### config.mk
export PLATFORM = sky130hd
export DESIGN_NAME = hls_macc_result_packer
export DESIGN_NICKNAME = d
export VERILOG_FILES = /design/src/rtl/hls_macc_pkg.sv /design/src/rtl/hls_macc_triple_fifo.sv /design/src/rtl/hls_macc_result_packer.sv
export SDC_FILE = /design/constraint.sdc
export NUM_CORES = 1
export LEC_CHECK = 0
export BUFFER_PORTS_ARGS = -buffer_cell sky130_fd_sc_hd__buf_2
export CAP_MARGIN = 20
export CELL_PAD_IN_SITES_DETAIL_PLACEMENT = 1
export CELL_PAD_IN_SITES_GLOBAL_PLACEMENT = 1
export CORE_MARGIN = 1.5
export CORE_UTILIZATION = 50
export DETAILED_ROUTE_END_ITERATION = 12
export GPL_TIMING_DRIVEN = 1
export PLACE_DENSITY_LB_ADDON = 0.05
export SETUP_SLACK_MARGIN = 0.2
export SKIP_LAST_GASP = 1
export SLEW_MARGIN = 20
export SYNTH_ARGS = -nofsm -noshare
export SYNTH_HDL_FRONTEND = slang
export SYNTH_SLANG_ARGS = --single-unit
### constraint.sdc
create_clock -name ap_clk -period 5.1 [get_ports ap_clk]
set_input_delay 0.255 -clock ap_clk [delete_from_list [all_inputs] [get_ports ap_clk]]
set_output_delay 0.255 -clock ap_clk [all_outputs]
set_load 0.005 [all_outputs]
### src/rtl/hls_macc_pkg.sv
// Shared types for the hls_macc result packer: result triple, serialiser states, words per triple.
// HLS_MACC_PACKER_CKSUM_EN adds a fourth XOR checksum word to every triple.
package hls_macc_pkg;

  localparam int unsigned RESULT_DW = 32;

  typedef struct packed {
    logic [RESULT_DW-1:0] out31;
    logic [RESULT_DW-1:0] out30;
    logic [RESULT_DW-1:0] out13;
  } triple_t;

  typedef enum logic [2:0] {
    IDLE = 3'd0,
    W0   = 3'd1,
    W1   = 3'd2,
    W2   = 3'd3,
    W3   = 3'd4
  } ser_state_t;

`ifdef HLS_MACC_PACKER_CKSUM_EN
  localparam int unsigned WORDS_PER_TRIPLE = 4;
  localparam ser_state_t  LAST_STATE       = W3;
`else
  localparam int unsigned WORDS_PER_TRIPLE = 3;
  localparam ser_state_t  LAST_STATE       = W2;
`endif

  function automatic logic [RESULT_DW-1:0] triple_cksum(input triple_t t);
    return t.out13 ^ t.out30 ^ t.out31;
  endfunction

endpackage

### src/rtl/hls_macc_triple_fifo.sv
// Synchronous FIFO of result triples with registered full/empty/occupancy.
// dout shows the entry that is head after this cycle's pop, so the reader can chain triples without a bubble.
module hls_macc_triple_fifo
  import hls_macc_pkg::*;
#(
  parameter int unsigned DEPTH = 4
) (
  input  logic                   ap_clk,
  input  logic                   ap_rst_n,
  input  logic                   push,
  input  logic                   pop,
  input  triple_t                din,
  output triple_t                dout,
  output logic                   full,
  output logic                   empty,
  output logic [$clog2(DEPTH):0] occupancy
);

  localparam int unsigned AW = $clog2(DEPTH);
  localparam int unsigned OW = AW + 1;

  triple_t        mem [DEPTH];
  logic [AW-1:0]  rd_ptr;
  logic [AW-1:0]  wr_ptr;
  logic [AW-1:0]  rd_sel;
  logic [OW-1:0]  occ_nxt;

  assign occ_nxt = occupancy + OW'(push) - OW'(pop);
  assign rd_sel  = pop ? (rd_ptr + AW'(1)) : rd_ptr;
  assign dout    = mem[rd_sel];

  // Storage array, no reset needed
  always_ff @(posedge ap_clk) begin
    if (push) mem[wr_ptr] <= din;
  end

  always_ff @(posedge ap_clk or negedge ap_rst_n) begin
    if (!ap_rst_n) begin
      rd_ptr    <= '0;
      wr_ptr    <= '0;
      occupancy <= '0;
      empty     <= 1'b1;
      full      <= 1'b0;
    end else begin
      if (push) wr_ptr <= wr_ptr + AW'(1);
      if (pop)  rd_ptr <= rd_ptr + AW'(1);
      occupancy <= occ_nxt;
      empty     <= (occ_nxt == OW'(0));
      full      <= (occ_nxt == OW'(DEPTH));
    end
  end

endmodule

### src/rtl/hls_macc_result_packer.sv
// Captures hls_macc result triples into a FIFO and serialises them as a word stream with tlast.
// HLS_MACC_PACKER_CKSUM_EN appends an out13^out30^out31 word (state W3) to each triple.
module hls_macc_result_packer
  import hls_macc_pkg::*;
#(
  parameter int unsigned DEPTH = 4,
  parameter int unsigned DW    = RESULT_DW,
  parameter int unsigned CNT_W = 8
) (
  input  logic             ap_clk,
  input  logic             ap_rst_n,
  input  logic [DW-1:0]    out13,
  input  logic             out13_ap_vld,
  input  logic [DW-1:0]    out30,
  input  logic             out30_ap_vld,
  input  logic [DW-1:0]    out31,
  input  logic             out31_ap_vld,
  output logic             start_allow,
  output logic [DW-1:0]    m_tdata,
  output logic             m_tvalid,
  input  logic             m_tready,
  output logic             m_tlast,
  input  logic             clear_err,
  output logic             err_vld_mis,
  output logic             overflow,
  output logic [CNT_W-1:0] drop_cnt
);

  localparam int unsigned OCC_W = $clog2(DEPTH) + 1;

  logic             cap;
  logic             any_vld;
  logic             vld_mis;
  logic             beat;
  logic             pop;
  logic             push;
  logic             drop;
  logic             fifo_full;
  logic             fifo_empty;
  logic [OCC_W-1:0] fifo_occ;
  logic [OCC_W-1:0] occ_nxt;
  triple_t          fifo_din;
  triple_t          fifo_dout;

  ser_state_t       state_q;
  ser_state_t       state_d;
  logic             tvalid_d;
  logic             tlast_d;
  logic [DW-1:0]    tdata_d;

  assign cap      = out13_ap_vld & out30_ap_vld & out31_ap_vld;
  assign any_vld  = out13_ap_vld | out30_ap_vld | out31_ap_vld;
  assign vld_mis  = any_vld & ~cap;
  assign beat     = m_tvalid & m_tready;
  assign pop      = beat & (state_q == LAST_STATE);
  // A pop in the same cycle frees the slot the new triple lands in
  assign push     = cap & (~fifo_full | pop);
  assign drop     = cap & fifo_full & ~pop;
  assign occ_nxt  = fifo_occ + OCC_W'(push) - OCC_W'(pop);
  assign fifo_din = '{out31: out31, out30: out30, out13: out13};

  hls_macc_triple_fifo #(
    .DEPTH (DEPTH)
  ) u_fifo (
    .ap_clk    (ap_clk),
    .ap_rst_n  (ap_rst_n),
    .push      (push),
    .pop       (pop),
    .din       (fifo_din),
    .dout      (fifo_dout),
    .full      (fifo_full),
    .empty     (fifo_empty),
    .occupancy (fifo_occ)
  );

  // Serialiser next state and next registered stream outputs; hold while stalled
  always_comb begin
    state_d  = state_q;
    tvalid_d = m_tvalid;
    tdata_d  = m_tdata;
    tlast_d  = m_tlast;
    case (state_q)
      IDLE: begin
        if (!fifo_empty) begin
          state_d  = W0;
          tvalid_d = 1'b1;
          tdata_d  = fifo_dout.out13;
          tlast_d  = 1'b0;
        end
      end
      W0: begin
        if (beat) begin
          state_d = W1;
          tdata_d = fifo_dout.out30;
        end
      end
      W1: begin
        if (beat) begin
          state_d = W2;
          tdata_d = fifo_dout.out31;
`ifndef HLS_MACC_PACKER_CKSUM_EN
          tlast_d = 1'b1;
`endif
        end
      end
      W2: begin
        if (beat) begin
`ifdef HLS_MACC_PACKER_CKSUM_EN
          state_d = W3;
          tdata_d = triple_cksum(fifo_dout);
          tlast_d = 1'b1;
`else
          // fifo_dout already shows the following entry because pop is high
          if (fifo_occ >= OCC_W'(2)) begin
            state_d = W0;
            tdata_d = fifo_dout.out13;
            tlast_d = 1'b0;
          end else begin
            state_d  = IDLE;
            tvalid_d = 1'b0;
            tdata_d  = '0;
            tlast_d  = 1'b0;
          end
`endif
        end
      end
`ifdef HLS_MACC_PACKER_CKSUM_EN
      W3: begin
        if (beat) begin
          if (fifo_occ >= OCC_W'(2)) begin
            state_d = W0;
            tdata_d = fifo_dout.out13;
            tlast_d = 1'b0;
          end else begin
            state_d  = IDLE;
            tvalid_d = 1'b0;
            tdata_d  = '0;
            tlast_d  = 1'b0;
          end
        end
      end
`endif
      default: begin
        state_d  = IDLE;
        tvalid_d = 1'b0;
        tdata_d  = '0;
        tlast_d  = 1'b0;
      end
    endcase
  end

  always_ff @(posedge ap_clk or negedge ap_rst_n) begin
    if (!ap_rst_n) begin
      state_q  <= IDLE;
      m_tvalid <= 1'b0;
      m_tdata  <= '0;
      m_tlast  <= 1'b0;
    end else begin
      state_q  <= state_d;
      m_tvalid <= tvalid_d;
      m_tdata  <= tdata_d;
      m_tlast  <= tlast_d;
    end
  end

  // One slot is kept free for the triple the non-pipelined core may have in flight
  always_ff @(posedge ap_clk or negedge ap_rst_n) begin
    if (!ap_rst_n) start_allow <= 1'b1;
    else           start_allow <= (occ_nxt <= OCC_W'(DEPTH - 2));
  end

  // Sticky error flags and saturating drop counter; clear wins over set
  always_ff @(posedge ap_clk or negedge ap_rst_n) begin
    if (!ap_rst_n) begin
      err_vld_mis <= 1'b0;
      overflow    <= 1'b0;
      drop_cnt    <= '0;
    end else if (clear_err) begin
      err_vld_mis <= 1'b0;
      overflow    <= 1'b0;
      drop_cnt    <= '0;
    end else begin
      if (vld_mis) err_vld_mis <= 1'b1;
      if (drop) begin
        overflow <= 1'b1;
        if (drop_cnt != {CNT_W{1'b1}}) drop_cnt <= drop_cnt + CNT_W'(1);
      end
    end
  end

endmodule

==> results.sh <==
export IMPL_rr_endpoint="m_tdata[3]"
export IMPL_die_height_um=201.5
export IMPL_wl_per_cell_um=25.58
export IMPL_cts_htree_levels=2
export IMPL_crit_chain="ha_1, nand3_4, xnor2_2, buf_4, nand2_1, a32oi_1, nand3_1"
export IMPL_slowest_delay_ns=0.93
export IMPL_synth_main_ff_cell="edfxtp_1"
export IMPL_syn_inst=1278
export IMPL_drtAntennaViolNets=0
export IMPL_coreArea_um2=38740
export IMPL_hp_start="out31_ap_vld"
export IMPL_worst_ir_drop_vdd_mv=0.3424
export IMPL_drv_cap=0
export IMPL_drtPass1Iterations=6
export IMPL_holdCritPathClass="in -> reg"
export IMPL_grt_max_degree=132
export IMPL_area_delta_synth_final_pct=18.29
export IMPL_port_buffers=147
export IMPL_drv_slew=0
export IMPL_core_rowCount=72
export IMPL_cts_root_buffer="clkbuf_16"
export IMPL_grt_first_pass_wirelength_um=80300
export IMPL_post_route_util=0.6018
export IMPL_relSlewSlack=0.2500
export IMPL_initial_core_util=0.5088
export IMPL_layout_nets=1602
export IMPL_dp_hpwl_um=30460
export IMPL_critPathKind="reg -> reg"
export IMPL_cts_max_path_buffers=3
export IMPL_synth_edff_count=384
export IMPL_fillCellCount=3614
export IMPL_startpoint_type="flop"
export IMPL_r2r_slack_ns=1.82
export IMPL_fp_dieArea_um2=40620
export IMPL_drt_iter0_markers=949
export IMPL_die_width_um=201.5
export IMPL_p_per_area_nw_per_um2=490.2
export IMPL_critPathCaptureType="flop"
export IMPL_synth_fp_nets=1395
export IMPL_r2r_start="state_q[1]"
export IMPL_hold_violations=0
export IMPL_clkTransAtPathRegs_ns=0.06
export IMPL_clock_fmax_ghz=0.3048
export IMPL_p_leak_nw=8.054
export IMPL_vias=12540
export IMPL_fin_crit_ns=3.281
export IMPL_antenna_found_initial=0
export IMPL_synth_seq_area_share=0.6563
export IMPL_drive_gt1_frac=0.2280
export IMPL_antenna_cells=0
export IMPL_cp_top_family="XOR/XNOR gates"
export IMPL_rsz0062_at_grt="false"
export IMPL_fin_tns_setup_ns=0
export IMPL_ys_ff_latch=440
export IMPL_slowest_stage="xnor2_2"
export IMPL_tritoncts="yes"
export IMPL_hold_path_cell_count=4
export IMPL_drc=0
export IMPL_final_design_area_no_fill_um2=23310
export IMPL_grt_pass1_vias=13240
export IMPL_grt_util_all_layers=0.2619
export IMPL_avgViaCountPerCell=6.146
export IMPL_synth_distinct_cells=52
export IMPL_fin_skew_ns=0.01282
export IMPL_post_cts_buffers=0
export IMPL_cts_sinks=440
export IMPL_clk_latency_ns=0.58
export IMPL_placed_cell_area_um2=20900
export IMPL_yosysWarnings=0
export IMPL_min_to="err_vld_mis"
export IMPL_async_flop_share=0.1273
export IMPL_status="complete, no violations"
export IMPL_r2r_cells=7
export IMPL_setup_violations_final=0
export IMPL_critPathBufInv=1
export IMPL_synth_area_um2=19710
export IMPL_avgSynthCellArea_um2=15.42
export IMPL_numCtsBuffers=47
export IMPL_crit_fanout=31
export IMPL_overflow=0
export IMPL_cp_arrival_ns=3.73
export IMPL_worst_endpoint_required_ns=5.54
export IMPL_io_pins=148
export IMPL_worst_pin_slew_ns=1.125
export IMPL_gp_congestion=0.7399
export IMPL_period_share=0.6434
export IMPL_wl_um=52180
## report_power, final
part	internal, mW	total, mW	switching (mW)
logic	1.48	3.61	2.13
clock network	1.87	3.21	1.34
registers	4.27	4.61	0.340
## through the flow
stage	setup WS, ns	hold slack [ns]	instances	power (mW)
after global placement	1.923	0.4681	1856	8.095
after detailed placement	1.849	0.4718	1856	8.222
after CTS	1.852	0.006712	2040	11.51
after global routing	1.577	0.08620	2040	11.99
final	1.819	0.04334	2040	11.43
after floorplan	1.314	-0.04059	1278	7.120
## routing by layer
layer  vias up  routed length [um]  track usage
li1       5593                   -            -
met1      6540               22820       0.3643
met2       349               25910       0.4365
met3        56                2634      0.04130
met4         0                 809      0.06077
met5         -                   0            0
## worst max path at each step
stage                          start                to  depth (start not counted)
final                     state_q[1]        m_tdata[3]                          7
after CTS                 state_q[0]       m_tdata[14]                          7
after global routing      state_q[1]        m_tdata[3]                          7
after floorplan             m_tvalid  u_fifo.mem[0][0]                          4
after global placement    state_q[1]       m_tdata[16]                          7
after detailed placement  state_q[0]       m_tdata[14]                          7
## layout make-up
| cell class | instances | area, um2 | share of cell area |
|---|---|---|---|
| flip-flops and latches | 440 | 12940 | 0.5551 |
| inverters | 15 | 56.30 | 0.002415 |
| clock inverters | 6 | 25.02 | 0.001073 |
| repair buffers | 264 | 1934 | 0.08297 |
| well taps | 518 | 648.1 | 0.02780 |
| multi-input cells | 717 | 6295 | 0.2700 |
| clock buffers | 80 | 1413 | 0.06059 |
## worst register-to-register path, delay by kind of cell (launching register included)
kind                     cells  cell delay, ns
adder cells (fa/ha/maj)      1            0.34
flip-flops                   1            0.40
buffers and inverters        1            0.56
AO/OA/AOI/OAI                1            0.30
AND/OR/NAND/NOR              3            0.63
XOR/XNOR                     1            0.93
## cell usage in the layout, fill, tap and decap left out, types with 5 or more instances in the layout
master	synthesis	layout
o21ai_0	18	18
clkbuf_1	55	24
nor4_1	5	5
buf_2	43	147
nand3_1	69	69
a22oi_1	47	47
nand3b_1	18	18
edfxtp_1	384	384
a21oi_1	63	63
ha_1	13	13
dlygate4sd3_1	0	98
and2_4	1	5
nor2b_1	49	49
inv_1	14	14
a31oi_1	28	28
a32oi_1	13	13
xnor2_1	8	7
clkbuf_16	0	49
dfrtp_1	54	52
mux4_2	64	64
mux2i_1	91	91
buf_12	0	6
nor2_1	10	10
nor3b_1	22	22
clkbuf_8	0	7
buf_4	2	13
nand2_1	40	40
a221oi_1	35	35
a2111oi_0	46	46
mux2_2	37	37
## kinds of logic after synthesis
logic type	share of synthesized area
compound gates	0.09281
flops	0.6563
xor+xnor	0.004444
simple gates	0.07015
buf+inv	0.02654
fa+ha+maj	0.009269
mux	0.1405
## what timing repair did
action | 4_1_cts | 5_1_grt
hold buffers | 98 | 0
resized for setup | 0 | 0
endpoints found under the hold margin | 448 | 0
## cells in the mapped netlist (all sizes together), types with 6 or more instances
cell     number  area share
mux4         64       0.073
clkbuf       55       0.010
dfrtp        54       0.069
a2111oi      46       0.020
o21ai        21      0.0053
a221oi       35       0.016
mux2         37       0.021
nand2        41      0.0082
inv          15      0.0029
edfxtp      384        0.59
mux2i        91       0.046
a22oi        47       0.018
nor3b        22      0.0084
nand3        70       0.018
ha           13      0.0083
nor2b        49       0.016
nor2         11      0.0025
nand3b       18      0.0069
a32oi        13      0.0058
xnor2         8      0.0036
and2          7      0.0023
a21oi        63       0.016
a31oi        28      0.0089
buf          51       0.013
nor3          6      0.0020
## sequential cells by signal, summed over array words and instances, names as in the netlist
name / cells
u_fifo.occupancy: 3
m_tvalid: 1
u_fifo.mem: 384
u_fifo.empty: 1
start_allow: 1
m_tdata: 32
err_vld_mis: 1
u_fifo.full: 1
u_fifo.wr_ptr: 2
state_q: 2
m_tlast: 1
overflow: 1
drop_cnt: 8
u_fifo.rd_ptr: 2
Power figures use the tool's default switching activity.
